==> src/rtl/dma_pkg.sv <==
// Shared types and helpers for the tile-moving DMA: controller states,
// transfer direction encodings and the element-lane width calculation.
package dma_pkg;

    typedef enum logic [2:0] {
        S_IDLE   = 3'd0,
        S_RD_REQ = 3'd1,
        S_UNPACK = 3'd2,
        S_ST_RD  = 3'd3,
        S_ST_CAP = 3'd4,
        S_WR_REQ = 3'd5,
        S_DONE   = 3'd6
    } dma_state_t;

    localparam logic DIR_LOAD  = 1'b0;
    localparam logic DIR_STORE = 1'b1;

    // Floor log2 of the elements-per-word count (exact for powers of two).
    function automatic int log2_pack(input int pack);
        int r;
        r = 0;
        for (int i = 1; i < 31; i++) begin
            if ((32'sd1 <<< i) <= pack) begin
                r = i;
            end
        end
        return r;
    endfunction

endpackage

==> src/rtl/dma_addr_gen.sv <==
// Tile address walker: x fastest, then y (row stride), then f (channel
// stride), producing the element address, dense buffer address and lane.
module dma_addr_gen
    import dma_pkg::*;
#(
    parameter int ADDR_W = 32,
    parameter int RAM_AW = 16,
    parameter int DIM_W  = 8,
    parameter int CH_W   = 11,
    parameter int PACK   = 2,
    parameter int LANE_W = (log2_pack(PACK) > 0) ? log2_pack(PACK) : 1
) (
    input  logic              clk,
    input  logic              rst,
    input  logic              i_start,
    input  logic              i_step,
    input  logic [ADDR_W-1:0] i_base,
    input  logic [ADDR_W-1:0] i_stride_y,
    input  logic [ADDR_W-1:0] i_stride_f,
    input  logic [DIM_W-1:0]  i_len_x,
    input  logic [DIM_W-1:0]  i_len_y,
    input  logic [CH_W-1:0]   i_len_f,
    input  logic [RAM_AW-1:0] i_ram_base,
    output logic [ADDR_W-1:0] o_elem,
    output logic [RAM_AW-1:0] o_ram_addr,
    output logic              o_last,
    output logic              o_same_word,
    output logic [LANE_W-1:0] o_lane
);

    logic [DIM_W-1:0]  r_len_x, r_len_y, r_x, r_y;
    logic [CH_W-1:0]   r_len_f, r_f;
    logic [ADDR_W-1:0] r_stride_y, r_stride_f;
    logic [ADDR_W-1:0] r_elem, r_row, r_plane;
    logic [RAM_AW-1:0] r_ram_addr;
    logic              w_x_last, w_y_last;

    assign w_x_last    = (r_x == (r_len_x - DIM_W'(1)));
    assign w_y_last    = (r_y == (r_len_y - DIM_W'(1)));
    assign o_last      = w_x_last && w_y_last && (r_f == (r_len_f - CH_W'(1)));
    assign o_lane      = LANE_W'(r_elem & ADDR_W'(PACK - 1));
    assign o_same_word = !w_x_last && (o_lane != LANE_W'(PACK - 1));
    assign o_elem      = r_elem;
    assign o_ram_addr  = r_ram_addr;

    // Counter and address registers: load on start, advance one element per step.
    always_ff @(posedge clk or posedge rst) begin
        if (rst) begin
            r_len_x    <= '0;
            r_len_y    <= '0;
            r_len_f    <= '0;
            r_stride_y <= '0;
            r_stride_f <= '0;
            r_x        <= '0;
            r_y        <= '0;
            r_f        <= '0;
            r_elem     <= '0;
            r_row      <= '0;
            r_plane    <= '0;
            r_ram_addr <= '0;
        end else if (i_start) begin
            r_len_x    <= i_len_x;
            r_len_y    <= i_len_y;
            r_len_f    <= i_len_f;
            r_stride_y <= i_stride_y;
            r_stride_f <= i_stride_f;
            r_x        <= '0;
            r_y        <= '0;
            r_f        <= '0;
            r_elem     <= i_base;
            r_row      <= i_base;
            r_plane    <= i_base;
            r_ram_addr <= i_ram_base;
        end else if (i_step) begin
            r_ram_addr <= r_ram_addr + RAM_AW'(1);
            if (!w_x_last) begin
                r_x    <= r_x + DIM_W'(1);
                r_elem <= r_elem + ADDR_W'(1);
            end else if (!w_y_last) begin
                r_x    <= '0;
                r_y    <= r_y + DIM_W'(1);
                r_row  <= r_row + r_stride_y;
                r_elem <= r_row + r_stride_y;
            end else begin
                r_x     <= '0;
                r_y     <= '0;
                r_f     <= r_f + CH_W'(1);
                r_plane <= r_plane + r_stride_f;
                r_row   <= r_plane + r_stride_f;
                r_elem  <= r_plane + r_stride_f;
            end
        end
    end

endmodule

==> src/rtl/dma_tile_mover.sv <==
// 3-D tile DMA between external word memory and an element-wide buffer RAM,
// packing/unpacking elements into words with per-element write enables.
module dma_tile_mover
    import dma_pkg::*;
#(
    parameter int DATA_W = 32,
    parameter int ELEM_W = 16,
    parameter int ADDR_W = 32,
    parameter int RAM_AW = 16,
    parameter int DIM_W  = 8,
    parameter int CH_W   = 11
) (
    input  logic                     clk,
    input  logic                     rst,
    input  logic                     s_op,
    input  logic                     dir,
    input  logic [ADDR_W-1:0]        base_addr,
    input  logic [ADDR_W-1:0]        stride_y,
    input  logic [ADDR_W-1:0]        stride_f,
    input  logic [DIM_W-1:0]         len_x,
    input  logic [DIM_W-1:0]         len_y,
    input  logic [CH_W-1:0]          len_f,
    input  logic [RAM_AW-1:0]        ram_base,
    output logic                     r_request_extmem,
    input  logic                     r_valid_extmem,
    input  logic [DATA_W-1:0]        data_extmem,
    output logic                     w_request_extmem,
    input  logic                     w_ack_extmem,
    output logic [DATA_W-1:0]        w_data_extmem,
    output logic [DATA_W/ELEM_W-1:0] w_be_extmem,
    output logic [ADDR_W-1:0]        addr_extmem,
    output logic [RAM_AW-1:0]        ram_addr,
    output logic [ELEM_W-1:0]        ram_data,
    output logic                     write,
    input  logic [ELEM_W-1:0]        ram_q,
    output logic                     busy,
    output logic                     e_op
);

    localparam int PACK   = DATA_W / ELEM_W;
    localparam int LOG2P  = log2_pack(PACK);
    localparam int LANE_W = (LOG2P > 0) ? LOG2P : 1;

    dma_state_t        r_state, w_next;
    logic [DATA_W-1:0] r_word, r_wdata;
    logic [PACK-1:0]   r_be;
    logic [ADDR_W-1:0] r_waddr;
    logic              r_fin;
    logic              w_start, w_step, w_zero_len;
    logic [ADDR_W-1:0] w_elem;
    logic [RAM_AW-1:0] w_ram_addr;
    logic              w_last, w_same_word;
    logic [LANE_W-1:0] w_lane;

    dma_addr_gen #(
        .ADDR_W (ADDR_W),
        .RAM_AW (RAM_AW),
        .DIM_W  (DIM_W),
        .CH_W   (CH_W),
        .PACK   (PACK),
        .LANE_W (LANE_W)
    ) u_addr_gen (
        .clk         (clk),
        .rst         (rst),
        .i_start     (w_start),
        .i_step      (w_step),
        .i_base      (base_addr),
        .i_stride_y  (stride_y),
        .i_stride_f  (stride_f),
        .i_len_x     (len_x),
        .i_len_y     (len_y),
        .i_len_f     (len_f),
        .i_ram_base  (ram_base),
        .o_elem      (w_elem),
        .o_ram_addr  (w_ram_addr),
        .o_last      (w_last),
        .o_same_word (w_same_word),
        .o_lane      (w_lane)
    );

    assign w_zero_len = (len_x == {DIM_W{1'b0}}) || (len_y == {DIM_W{1'b0}}) ||
                        (len_f == {CH_W{1'b0}});

    // A store word's address is frozen at capture, since the walker has moved on.
    assign r_request_extmem = (r_state == S_RD_REQ);
    assign w_request_extmem = (r_state == S_WR_REQ);
    assign w_data_extmem    = r_wdata;
    assign w_be_extmem      = r_be;
    assign addr_extmem      = (r_state == S_WR_REQ) ? r_waddr : (w_elem >> LOG2P);
    assign ram_addr         = w_ram_addr;
    assign write            = (r_state == S_UNPACK);
    assign ram_data         = (r_state == S_UNPACK) ? r_word[w_lane*ELEM_W +: ELEM_W]
                                                    : {ELEM_W{1'b0}};
    assign busy             = (r_state != S_IDLE);
    assign e_op             = (r_state == S_DONE);

    // State register.
    always_ff @(posedge clk or posedge rst) begin
        if (rst) begin
            r_state <= S_IDLE;
        end else begin
            r_state <= w_next;
        end
    end

    // Next-state decode plus start/step strobes to the address walker.
    always_comb begin
        w_next  = r_state;
        w_start = 1'b0;
        w_step  = 1'b0;
        case (r_state)
            S_IDLE: begin
                if (s_op) begin
                    w_start = 1'b1;
                    if (w_zero_len) begin
                        w_next = S_DONE;
                    end else if (dir == DIR_STORE) begin
                        w_next = S_ST_RD;
                    end else begin
                        w_next = S_RD_REQ;
                    end
                end else begin
                    w_next = S_IDLE;
                end
            end
            S_RD_REQ: begin
                if (r_valid_extmem) begin
                    w_next = S_UNPACK;
                end else begin
                    w_next = S_RD_REQ;
                end
            end
            S_UNPACK: begin
                w_step = 1'b1;
                if (w_last) begin
                    w_next = S_DONE;
                end else if (w_same_word) begin
                    w_next = S_UNPACK;
                end else begin
                    w_next = S_RD_REQ;
                end
            end
            S_ST_RD: begin
                w_next = S_ST_CAP;
            end
            S_ST_CAP: begin
                w_step = 1'b1;
                if (w_same_word && !w_last) begin
                    w_next = S_ST_RD;
                end else begin
                    w_next = S_WR_REQ;
                end
            end
            S_WR_REQ: begin
                if (!w_ack_extmem) begin
                    w_next = S_WR_REQ;
                end else if (r_fin) begin
                    w_next = S_DONE;
                end else begin
                    w_next = S_ST_RD;
                end
            end
            S_DONE: begin
                w_next = S_IDLE;
            end
            default: begin
                w_next = S_IDLE;
            end
        endcase
    end

    // Word buffers: read-word capture for unpack, lane assembly for store.
    always_ff @(posedge clk or posedge rst) begin
        if (rst) begin
            r_word  <= '0;
            r_wdata <= '0;
            r_be    <= '0;
            r_waddr <= '0;
            r_fin   <= 1'b0;
        end else begin
            case (r_state)
                S_IDLE: begin
                    if (s_op) begin
                        r_wdata <= '0;
                        r_be    <= '0;
                    end
                end
                S_RD_REQ: begin
                    if (r_valid_extmem) begin
                        r_word <= data_extmem;
                    end
                end
                S_ST_CAP: begin
                    r_wdata[w_lane*ELEM_W +: ELEM_W] <= ram_q;
                    r_be[w_lane]                     <= 1'b1;
                    r_waddr                          <= w_elem >> LOG2P;
                    r_fin                            <= w_last;
                end
                S_WR_REQ: begin
                    if (w_ack_extmem) begin
                        r_wdata <= '0;
                        r_be    <= '0;
                    end
                end
                default: begin
                end
            endcase
        end
    end

endmodule

==> config.mk <==
export PLATFORM = sky130hd
export DESIGN_NAME = dma_tile_mover
export DESIGN_NICKNAME = d
export VERILOG_FILES = /design/src/rtl/dma_pkg.sv /design/src/rtl/dma_addr_gen.sv /design/src/rtl/dma_tile_mover.sv
export SDC_FILE = /design/constraint.sdc
export NUM_CORES = 1
export LEC_CHECK = 0
export ABC_CLOCK_PERIOD_IN_PS = 15540
export CAP_MARGIN = 20
export CORE_MARGIN = 4
export CORE_UTILIZATION = 30
export CTS_BUF_LIST = sky130_fd_sc_hd__clkbuf_4
export DETAILED_ROUTE_END_ITERATION = 8
export GPL_TIMING_DRIVEN = 0
export PLACE_DENSITY_LB_ADDON = 0.05
export SLEW_MARGIN = 20
export SYNTH_ARGS = -nofsm -noshare
export SYNTH_HDL_FRONTEND = slang
export SYNTH_SLANG_ARGS = --single-unit
export TNS_END_PERCENT = 20
==> constraint.sdc <==
create_clock -name clk -period 15.54 [get_ports clk]
set_input_delay 1.554 -clock clk [delete_from_list [all_inputs] [get_ports clk]]
set_output_delay 1.554 -clock clk [all_outputs]
set_load 0.005 [all_outputs]
# Word level (Yosys, flattened, before mapping)

Cells that the tools add are included.

Eq/ne operators: 11
Mux-type cells: 48
$add $sub $neg: 11
Bitwise gates (word level): 2
Shift-type cells: 3
Reduce and logical (&&, ||, !) cells: 23
Order comparisons: 2

Operators by type and width:

| cell                                                                     | number |
|---|---|
| 32-bit 2-to-1 mux                                                        | 13 |
| 32-bit one-hot mux with 3 select lines                                   | 1 |
| 32-bit adder                                                             | 2 |
| 8-bit 2-to-1 mux                                                         | 7 |
| 16-bit 2-to-1 mux                                                        | 3 |
| 11-bit 2-to-1 mux                                                        | 4 |
| 5-bit negator with 34-bit output                                         | 1 |
| 16-bit by 34-bit variable shift with 32-bit output, first input constant | 1 |
| 16-bit by 34-bit indexed part select with 32-bit output                  | 1 |
| 32-bit by 1-bit adder with 32-bit output, second input constant          | 1 |
| 32-bit bitwise mux                                                       | 1 |
| 32-bit by 6-bit indexed part select with 16-bit output                   | 1 |
| 31-bit 2-to-1 mux                                                        | 1 |
| 3-bit 2-to-1 mux                                                         | 6 |
| 3-bit one-hot mux with 6 select lines                                    | 1 |
| 16-bit by 1-bit adder with 16-bit output, second input constant          | 1 |
| 8-bit by 1-bit adder with 8-bit output, second input constant            | 2 |
| 8-bit equality test                                                      | 2 |
| 8-bit logical NOT                                                        | 2 |
| 8-bit by 1-bit subtractor with 8-bit output, second input constant       | 2 |
| 11-bit by 1-bit adder with 11-bit output, second input constant          | 1 |
| 11-bit equality test                                                     | 1 |
| 11-bit logical NOT                                                       | 1 |
| 11-bit by 1-bit subtractor with 11-bit output, second input constant     | 1 |
| other kinds (22)                                                         | 43 |

Register bits: 331
Input port bits: 193
Output and inout bits: 103
Word-level logic and storage cells: 118

# Depth between registers and ports, before layout

Gate-level depths: netlist of run 1.

Depth after elaboration: 8
Gate-level depth with buffers: 13
Gate-level depth less buffers: 12

# Modules after synthesis

Synthesis of run 1 repeated with hierarchy kept, for this count alone.

Cells, all modules: 2181
Area total of the unflattened synthesis: 19805.2 um^2

Modules (own cells, without submodules):

| module         | cells an instance | sequential area each (um^2) | instances | area each (um^2) |
|---|---|---|---|---|
| dma_addr_gen   | 1706              | 5755.5                      | 1         | 15144.5 |
| dma_tile_mover | 475               | 2527.4                      | 1         | 4660.7 |

# Worst setup path before layout of run 1

Ideal clock, no wire load.

Path type: register to output
From: register u_addr_gen.r_elem[0] (netlist: u_addr_gen.o_elem[0])
To: output ram_data[10]
Path slack: 12.325 ns
Data required time: 13.986 ns
Arrival: 1.661 ns
Buffers on the path: 3
Stages on the path, launching flop included: 6
Cells stage by stage: dfrtp_1 > clkbuf_1 > buf_1 > buf_1 > mux2i_1 > nor2_1

Word-level cells in the longest chain between the ends: 2

Ends and longest elaborated chain:

| what                                                   | RTL line             | source |
|---|---|---|
| start, declared                                        | dma_addr_gen.sv:34   | `logic [ADDR_W-1:0] r_elem, r_row, r_plane;` |
| start signal, assigned                                 | dma_addr_gen.sv:70   | `r_elem <= i_base;` |
| start signal, assigned                                 | dma_addr_gen.sv:78   | `r_elem <= r_elem + ADDR_W'(1);` |
| start signal, assigned                                 | dma_addr_gen.sv:83   | `r_elem <= r_row + r_stride_y;` |
| 32-bit by 6-bit indexed part select with 16-bit output | dma_tile_mover.sv:92 | `assign ram_data = (r_state == S_UNPACK) ? r_word[w_lane*ELEM_W +: ELEM_W]` |
| 16-bit 2-to-1 mux                                      | dma_tile_mover.sv:92 |  |
| end, declared                                          | dma_tile_mover.sv:33 | `output logic [ELEM_W-1:0] ram_data,` |

Every way passes these cells.

# Worst setup path in the final report of run 1

From: register u_addr_gen.r_elem[0] (netlist: u_addr_gen.o_elem[0])
To: output ram_data[11]

Same word-level chain as after synthesis.

==> reports/qor.csv, run 1 <==
metric;value;unit
grt-ovfl-total;0;
cts_hold_buf;0;
drv_cap;0;
post_cts_buffers;0;
drtPass1Iterations;7;
fin_crit_sh;33.96;%
synthDistinctLibCells;80;
first_iter_violations;1188;
fin_ws;10260;ps
cts.clk_slew.worst_paths;60;ps
antenna_found_initial;4;
cts_made_buffers;99;
intPower;2996;uW
fin_nets;2885;
cts_resized;0;
wl_per_cell;23.17;um
fillers;6576;
synth-seq-cells;331;
synth_ff_type;dfrtp_1;
irDropWorstVdd;0.00007642;V
drive_above_1_share;9.561;%
synth_edf_count;0;
slew_headroom;24.40;%
areaGrowthSynthToFinish;27.32;%
finalClockSkew;46.59;ps
instances_no_fill;3539;
synth-async-reset-ratio;100.0;%
hold_viol_final;0;
mostFrequentLayoutCell;nand2_1;
cts_tree;done;
num_vias;18600;
hold_class;flip-flop to flip-flop;
post_synth.cell_area_avg;8.736;sq um
clk_latency;860;ps
worst_slew_pin_slew;1134;ps
rsz0062_at_grt;false;
yosysSeqAreaShare;42.69;%
core;0.06354;sq mm
htreeDepth;3;
grt_pass1_vias;18470;
routabilityCongestion;0.9043;
dp_slack;10540;ps
synth.cell_area;0.01940;sq mm
grt_usage;23.11;%
crit_arrival;3720;ps
path_class;flip-flop to output port;
synth_nets;2486;
initial_core_util;30.54;%
period_minus_slack;5278;ps
cts-root-buf;clkbuf_4;
routed_wl;82.01;mm
ant_nets;0;
dieArea;0.06881;sq mm
power.density;234.8;mW/mm^2
io_pins;296;
fp-row-count;92;
io_buffer_count;294;
cp_max_fo;10;
dpl.cell_count;3365;
slew_viol_final;0;
final_cell_mix;nand2_1, dfrtp_1, clkdlybuf4s50_1, nor2_1, clkbuf_4;
via_per_inst;5.256;
power.leakage;0.01103;uW
setup_viol;0;
cts.sinks;331;
die_w;262.3;um
syn_inst;2221;
switching_share;48.35;%
die_h;262.3;um
clkPwrFrac;14.3;%
combinationalPowerShare;58.0;%
start_kind;flip-flop;
p_sw;2805;uW
pwr-share-seq;27.7;%
cp.required;13990;ps
cts_buffer_depth;3;
outcome;completed;
grt_max_degree;92;
yosysWarnings;0;
grt_pass1_wl;121.2;mm
drc;0;
fmax;189.5;MHz
place_hpwl;63.03;mm
end_kind;output port;
==> power by group through the flow <==
| stage | sequential [uW] | combinational, uW | clock (uW) |
|---|---|---|---|
| final | 1610 | 3360 | 830 |
| after global routing | 1650 | 3680 | 908 |
| after CTS | 1600 | 3380 | 864 |
| after detailed placement | 1610 | 3360 | 0 |
| after global placement | 1610 | 3340 | 0 |
| after floorplan | 1470 | 2140 | 0 |
==> logic make-up (layout without fill, tap and decap cells) <==
family / Yosys count / count (layout) / synth area share, %
fa+ha+maj: 72 / 72 / 4.720
other cells: 1 / 6 / 0.01933
buf+inv: 149 / 616 / 3.076
xor+xnor: 117 / 117 / 5.281
flops: 331 / 331 / 42.69
compound gates: 531 / 531 / 17.75
simple gates: 912 / 912 / 20.47
mux: 108 / 108 / 5.990
==> worst max-delay path: stages (launching register included) <==
cell	delay (ps)
dfrtp_1	350
clkbuf_1	330
buf_1	650
buf_1	690
mux2i_1	210
nor2_1	120
clkdlybuf4s50_1	540
==> worst paths after layout <==
kind                                        from                        end  slack, ps  cells after the start
setup / recovery            u_addr_gen.o_elem[0]               ram_data[11]      10260                      6
hold / removal                       r_waddr[10]                r_waddr[10]        470                      2
setup reg to reg           u_addr_gen.r_len_y[0]      u_addr_gen.o_elem[26]      11440                     12
hold reg to reg                      r_waddr[10]                r_waddr[10]        470                      2
max in group asynchronous                    rst                 r_waddr[5]      12940                      4
min in group asynchronous                    rst  u_addr_gen.r_stride_f[27]       1220                      2
==> routing by layer <==
layer | up-vias | share of wire (%) | global-route usage, %
met2 | 561 | 46 | 37.06
met5 | - | 0 | 0
met1 | 9182 | 45 | 31.07
met4 | 0 | 3.7 | 8.672
met3 | 171 | 5.4 | 4.494
li1 | 8687 | - | -
==> state kept, by name, indices dropped and copies added (netlist names) <==
name	count
u_addr_gen.r_len_x	8
u_addr_gen.r_y	8
u_addr_gen.r_x	8
u_addr_gen.r_f	11
u_addr_gen.r_stride_f	32
w_data_extmem	32
u_addr_gen.r_stride_y	32
r_state	3
u_addr_gen.r_row	32
r_fin	1
r_waddr	31
u_addr_gen.o_ram_addr	16
u_addr_gen.o_elem	32
u_addr_gen.r_plane	32
w_be_extmem	2
u_addr_gen.r_len_f	11
u_addr_gen.r_len_y	8
r_word	32
==> cells in the mapped netlist, drive strengths merged (5+ instances only) <==
cell type	count	area share, %
buf	31	0.79
and4	9	0.41
a21boi	6	0.23
nand2b	13	0.42
nor4	11	0.39
or2	5	0.16
nor2b	12	0.39
a21oi	131	3.4
nor3b	6	0.23
o21a	11	0.43
mux2	65	3.8
nor3	28	0.72
a311oi	7	0.32
a21o	32	1.2
and3	31	1.0
o211ai	21	0.88
nand2	512	9.9
a41oi	7	0.32
mux2i	43	2.2
a31oi	30	0.97
ha	70	4.5
o21ai	142	3.7
nand4	22	0.71
clkbuf	90	1.7
a211oi	26	1.0
xnor2	56	2.5
dfrtp	331	43
o31ai	9	0.35
nor2	181	3.6
and2	12	0.39
nand3	54	1.4
inv	28	0.54
a22o	34	1.5
o21bai	9	0.35
a211o	8	0.36
xor2	61	2.8
o22ai	10	0.32
o311a	5	0.26
==> layout make-up <==
cell class | count | area, sq um | share of cell area [%]
timing repair buffer | 298 | 3037 | 12.29
clock buffer | 143 | 1074 | 4.345
multi-input combinational | 1741 | 10530 | 42.61
inverter | 28 | 112.6 | 0.4558
buffer | 121 | 495.5 | 2.006
sequential | 331 | 8283 | 33.53
tap | 846 | 1059 | 4.285
antenna | 5 | 12.51 | 0.05065
clock inverter | 26 | 106.4 | 0.4305
==> stage by stage <==
stage          power [uW]  cell area [sq um]  hold slack, ps  TNS [ps]  util [%]
2_1_floorplan        3615              19400           440.3         0         -
4_1_cts              5844              24690           475.5         0     38.86
5_1_grt              6243              24700           498.5         0     38.88
3_5_place_dp         4973              23510           458.9         0     37.00
3_3_place_gp         4949              23400           455.5    -73190     36.83
6_report             5801              24700           470.7         0     38.88
(Power assumes the default switching activity.)
==> inputs of run 2 (changes only) <==
Settings changed: ABC_CLOCK_PERIOD_IN_PS 15540 to 5100.
Clock period 15.54 ns to 5.1 ns, I/O delays scaled along.
==> run 2 against run 1 <==
Against the previous run:
- critical path depth increased by 6
- largest power group unchanged
- non-clock buffer count up 8
- clock-buffer cell count shrank 2
==> reports/qor.csv, run 2 (same netlist as run 1, synthesis figures left out) <==
metric;value;unit;change
hold_viol_final;0;;unchanged
setup_viol;0;;unchanged
clk_latency;870;ps;was 860 ps
power.density;716.2;mW/mm^2;was 234.8 mW/mm^2
cp.required;5800;ps;was 13,990 ps
drive_above_1_share;10.00;%;was 9.561%
path_class;flip-flop to flip-flop;;was flip-flop to output port
period_minus_slack;4305;ps;
hold_class;input port to asynchronous set/reset pin;;was flip-flop to flip-flop
cp_max_fo;10;;unchanged
antenna_found_initial;1;;was 4
io_buffer_count;294;;unchanged
busiest_layer;met2;;unchanged
final_util;39.30;%;was 38.88%
grt_max_degree;34;;was 92
die_h;262.3;um;unchanged
slew_viol_final;0;;unchanged
finalClockSkew;49.73;ps;was 46.59 ps
first_iter_violations;1326;;was 1,188
routed_wl;81.47;mm;was 82.01 mm
grt_usage;23.06;%;was 23.11%
cts_hold_buf;0;;unchanged
stdcell_area;0.02497;sq mm;was 0.02470 sq mm
areaGrowthSynthToFinish;28.69;%;was 27.32%
cts_tree;done;;unchanged
htreeDepth;3;;unchanged
core;0.06354;sq mm;unchanged
instances_no_fill;3547;;was 3,539
power.leakage;0.01114;uW;was 0.01103 uW
r2r_slack;800;ps;was 11,440 ps
routabilityCongestion;0.9224;;was 0.9043
grt_use_met2;37.57;%;was 37.06%
dieArea;0.06881;sq mm;unchanged
outcome;completed;;unchanged
irDropWorstVdd;0.0002224;V;was 0.00007642 V
fp-row-count;92;;unchanged
io_pins;296;;unchanged
drtPass1Iterations;6;;was 7
r2r_start;u_addr_gen.r_len_y[0];;unchanged
worst_slew_pin_slew;1187;ps;was 1134 ps
fin_crit_sh;84.41;%;
grt_pass1_wl;121.5;mm;was 121.2 mm
slew_headroom;20.84;%;was 24.40%
place_area;0.02366;sq mm;was 0.02351 sq mm
drv_cap;0;;unchanged
start_kind;flip-flop;;unchanged
grt_util_met3;4.756;%;was 4.494%
dpl.cell_count;3373;;was 3,365
cts.clk_slew.worst_paths;60;ps;about the same
grt_pass1_vias;18770;;was 18.47k
cts_resized;0;;unchanged
rr_worst_depth;12;;unchanged
num_vias;18650;;was 18.60k
fin_ws;795.1;ps;was 10,260 ps
rsz0062_at_grt;false;;unchanged
r2r-end;u_addr_gen.o_elem[26];;unchanged
final_cell_mix;nand2_1, dfrtp_1, clkdlybuf4s50_1, nor2_1, clkbuf_4;;unchanged
die_w;262.3;um;unchanged
end_kind;flip-flop;;was output port
ant_nets;0;;unchanged
cts-root-buf;clkbuf_4;;unchanged
initial_core_util;30.54;%;unchanged
via_per_inst;5.257;;was 5.256
holdWs;64.02;ps;was 470.7 ps
grt_util_met1;30.56;%;was 31.07%
place_hpwl;63.09;mm;was 63.03 mm
cts_buffer_depth;3;;unchanged
crit_arrival;5000;ps;was 3720 ps
mostFrequentLayoutCell;nand2_1;;unchanged
wl_per_cell;22.97;um;was 23.17 um
dp_slack;1012;ps;was 10,540 ps
cts_made_buffers;102;;was 99
grt-ovfl-total;0;;unchanged
drc;0;;unchanged
cts.sinks;331;;unchanged
post_cts_buffers;0;;unchanged
fmax;232.3;MHz;
fin_nets;2896;;was 2,885
-- run 2: cell count changes in the layout (fill, tap and decap cells not counted), sizes merged --
cell / delta
buf: +8
diode: -4
clkinvlp: +3
clkbuf: -2
inv: -1
bufinv: +4
-- run 2: worst max-delay path, cell delays in order, from the launching register on --
cell,delay [ps]
dfrtp_1,440
inv_1,100
ha_1,260
and2_1,190
nor4b_1,260
a31oi_1,90
nor3_1,280
and3_1,220
clkbuf_1,610
clkbuf_1,790
nor2_1,280
a22oi_1,430
o2111ai_1,170
-- run 2: per-layer routing --
metal	vias up	part of all wire, %
li1	8717	-
met1	9106	44
met2	648	46
met3	175	5.8
met4	0	3.7
met5	-	0
-- run 2: worst max path at each step --
stage / start / cells past startpoint / endpoint
final: u_addr_gen.r_len_y[0] / 12 / u_addr_gen.o_elem[26]
after global routing: u_addr_gen.o_elem[0] / 6 / ram_data[6]
after floorplan: rst / 1 / r_fin
after CTS: u_addr_gen.o_elem[0] / 6 / ram_data[8]
after detailed placement: u_addr_gen.r_len_y[0] / 12 / u_addr_gen.o_elem[26]
after global placement: rst / 2 / r_word[11]
-- run 2: final cells by class --
type / instances / area [sq um]
multi-input cells: 1741 / 10530
diodes: 1 / 2.502
clock inverters: 32 / 249.0
flip-flops and latches: 331 / 8283
clock buffers: 141 / 1059
well taps: 846 / 1059
fillers: 6578 / 38570
plain buffers: 121 / 494.2
repair buffers: 306 / 3191
inverters: 28 / 108.9
-- run 2: power breakdown --
group | internal (uW) | switching, uW | total [uW]
clock | 1470 | 1280 | 2750
sequential | 3800 | 1090 | 4890
combinational | 4070 | 6180 | 10200
total | 9340 | 8550 | 17900
-- run 2: through the flow --
step                power (uW)  TNS [ps]
floorplan                11020         0
global placement         15050   -865340
detailed placement       15120         0
CTS                      18010         0
global route             19270         0
finish                   17880         0
==> inputs of run 3 (changes only) <==
Settings changed: ABC_CLOCK_PERIOD_IN_PS 5100 to 3650.
Clock period 5.1 ns to 3.65 ns, I/O delays scaled along.
==> run 3 against run 2 <==
Against the previous run:
- core utilization increased by 0.84 points
- sequential power increased by 40%
- final cell count increased by 1.2%
- design area increased by 2.1%
- highest routed layer unchanged
- hold slack got worse by 7.9 ps
- register-to-register slack got worse by 660 ps
- die area unchanged
- via count increased by 0.99%
- combinational power increased by 42%
- first-iteration DRC count increased by 0.15%
- critical path depth decreased by 1
==> reports/qor.csv, run 3 (same netlist as run 1, synthesis figures left out) <==
metric;value;unit;change
outcome;completed;;unchanged
drc;0;;unchanged
io_pins;296;;unchanged
die_w;262.3;um;unchanged
cts.clk_slew.worst_paths;60;ps;about the same
post_cts_buffers;0;;unchanged
grt-ovfl-total;0;;unchanged
crit_chain;inv_1, ha_1, and2_1, nor4b_1, a31oi_1, nor3_1, and3_2, clkbuf_2, nor2_1, a22oi_1, o2111ai_1;;was inv_1, ha_1, and2_1, nor4b_1, a31oi_1, nor3_1, and3_1, clkbuf_1, clkbuf_1, nor2_1, a22oi_1, o2111ai_1
die_h;262.3;um;unchanged
first_iter_violations;1328;;was 1,326
power.leakage;0.01138;uW;was 0.01114 uW
cp_num_buf_inv;2;;was 3
drtPass1Iterations;6;;unchanged
dp_slack;-437.9;ps;was 1012 ps
slowest_stage;clkbuf_2;;was clkbuf_1
setup_viol;0;;unchanged
cp.required;4350;ps;was 5800 ps
hold_class;input port to flip-flop;;was input port to asynchronous set/reset pin
grt_util_met3;4.812;%;was 4.756%
ant_nets;0;;unchanged
num_vias;18830;;was 18.65k
via_per_inst;5.244;;was 5.257
wl_per_cell;22.76;um;was 22.97 um
fin_nets;2940;;was 2,896
crit_family;simple AND/OR/NAND/NOR gates;;was buffers and inverters
fmax;284.9;MHz;was 232.3 MHz
core;0.06354;sq mm;unchanged
grt_pass1_wl;122.2;mm;was 121.5 mm
r2r_slack;140;ps;was 800 ps
fin_crit_sh;96.17;%;was 84.41%
period_minus_slack;3510;ps;was 4305 ps
irDropWorstVdd;0.0003223;V;was 0.0002224 V
slew_viol_final;0;;unchanged
areaGrowthSynthToFinish;31.46;%;was 28.69%
grt_usage;23.17;%;was 23.06%
dieArea;0.06881;sq mm;unchanged
rsz0062_at_grt;true;;was false
cts-root-buf;clkbuf_4;;unchanged
fp-row-count;92;;unchanged
busiest_layer;met2;;unchanged
finalClockSkew;57.18;ps;was 49.73 ps
cts_tree;done;;unchanged
end_kind;flip-flop;;unchanged
path_class;flip-flop to flip-flop;;unchanged
stdcell_area;0.02551;sq mm;was 0.02497 sq mm
final_cell_mix;nand2_1, dfrtp_1, clkdlybuf4s50_1, nor2_1, clkbuf_4;;unchanged
grt_pass1_vias;18920;;was 18.77k
power.total;25160;uW;was 17,880 uW
cpPeakStageDelay;470;ps;was 790 ps
worst_slew_pin_slew;1128;ps;was 1187 ps
grt_util_met1;30.72;%;was 30.56%
drv_cap;0;;unchanged
cts_buffer_depth;3;;unchanged
drive_above_1_share;10.64;%;was 10.00%
clk_latency;870;ps;about the same
io_buffer_count;294;;unchanged
hold_viol_final;0;;unchanged
start_kind;flip-flop;;unchanged
initial_core_util;30.54;%;unchanged
cp_max_fo;10;;unchanged
holdWs;56.10;ps;was 64.02 ps
routabilityCongestion;0.9224;;unchanged
power.density;986.3;mW/mm^2;was 716.2 mW/mm^2
grt_max_degree;34;;unchanged
fin_ws;139.7;ps;was 795.1 ps
place_hpwl;63.09;mm;unchanged
crit_arrival;4210;ps;was 5000 ps
mostFrequentLayoutCell;nand2_1;;unchanged
place_area;0.02366;sq mm;unchanged
routed_wl;81.72;mm;was 81.47 mm
grt_use_met2;37.70;%;was 37.57%
setup_tns;0;ps;unchanged
htreeDepth;3;;unchanged
cts_made_buffers;102;;unchanged
cts.sinks;331;;unchanged
slew_headroom;24.79;%;was 20.84%
antenna_found_initial;1;;unchanged
==> run 3: cell type report <==
cell class / count / area [sq um]
fillers: 6540 / 38030
multi-input cells: 1741 / 10580
flip-flops and latches: 331 / 8283
repair buffers: 351 / 3641
clock buffers: 141 / 1059
well taps: 846 / 1059
plain buffers: 120 / 530.5
clock inverters: 32 / 249.0
inverters: 28 / 108.9
diodes: 1 / 2.502
==> run 3: final timing paths <==
kind                                        endpoint             startpoint  depth (start not counted)
hold reg to reg                           r_waddr[4]             r_waddr[4]                          2
hold / removal             u_addr_gen.r_stride_f[24]           stride_f[24]                          3
max in group asynchronous      u_addr_gen.o_elem[10]                    rst                          6
setup reg to reg               u_addr_gen.o_elem[26]  u_addr_gen.r_len_y[0]                         11
min in group asynchronous     u_addr_gen.r_plane[25]                    rst                          3
setup / recovery               u_addr_gen.o_elem[26]  u_addr_gen.r_len_y[0]                         11
==> run 3: tightest hold or removal path, delay by kind of cell <==
family,cells,cell delay [ps]
simple gates,2,110
buf+inv,1,410
==> run 3: power by group <==
| part | internal (uW) | switching, uW |
|---|---|---|
| clock | 2050 | 1790 |
| sequential | 5310 | 1530 |
| combinational | 5770 | 8700 |
| total | 13100 | 12000 |
==> run 3: through the flow <==
| step | util [%] | cells |
|---|---|---|
| 6_report | 40.14 | 3591 |
| 5_1_grt | 40.14 | 3591 |
| 4_1_cts | 40.03 | 3590 |
| 3_5_place_dp | 37.24 | 3373 |
| 3_3_place_gp | 36.84 | 3361 |
| 2_1_floorplan | - | 2221 |
==> run 3: timing repair <==
| item | CTS | global route |
|---|---|---|
| setup endpoints to repair | 59 | 89 |
| gates resized for setup | 13 | 33 |
| hold buffers | 45 | 0 |
| endpoints found under the hold margin | 58 | 0 |
==> run 3: routing by layer <==
layer | wire length (um) | vias to the layer above
met5 | 0 | -
met4 | 3018 | 0
met3 | 4911 | 175
met2 | 37770 | 628
met1 | 36020 | 9222
li1 | - | 8805
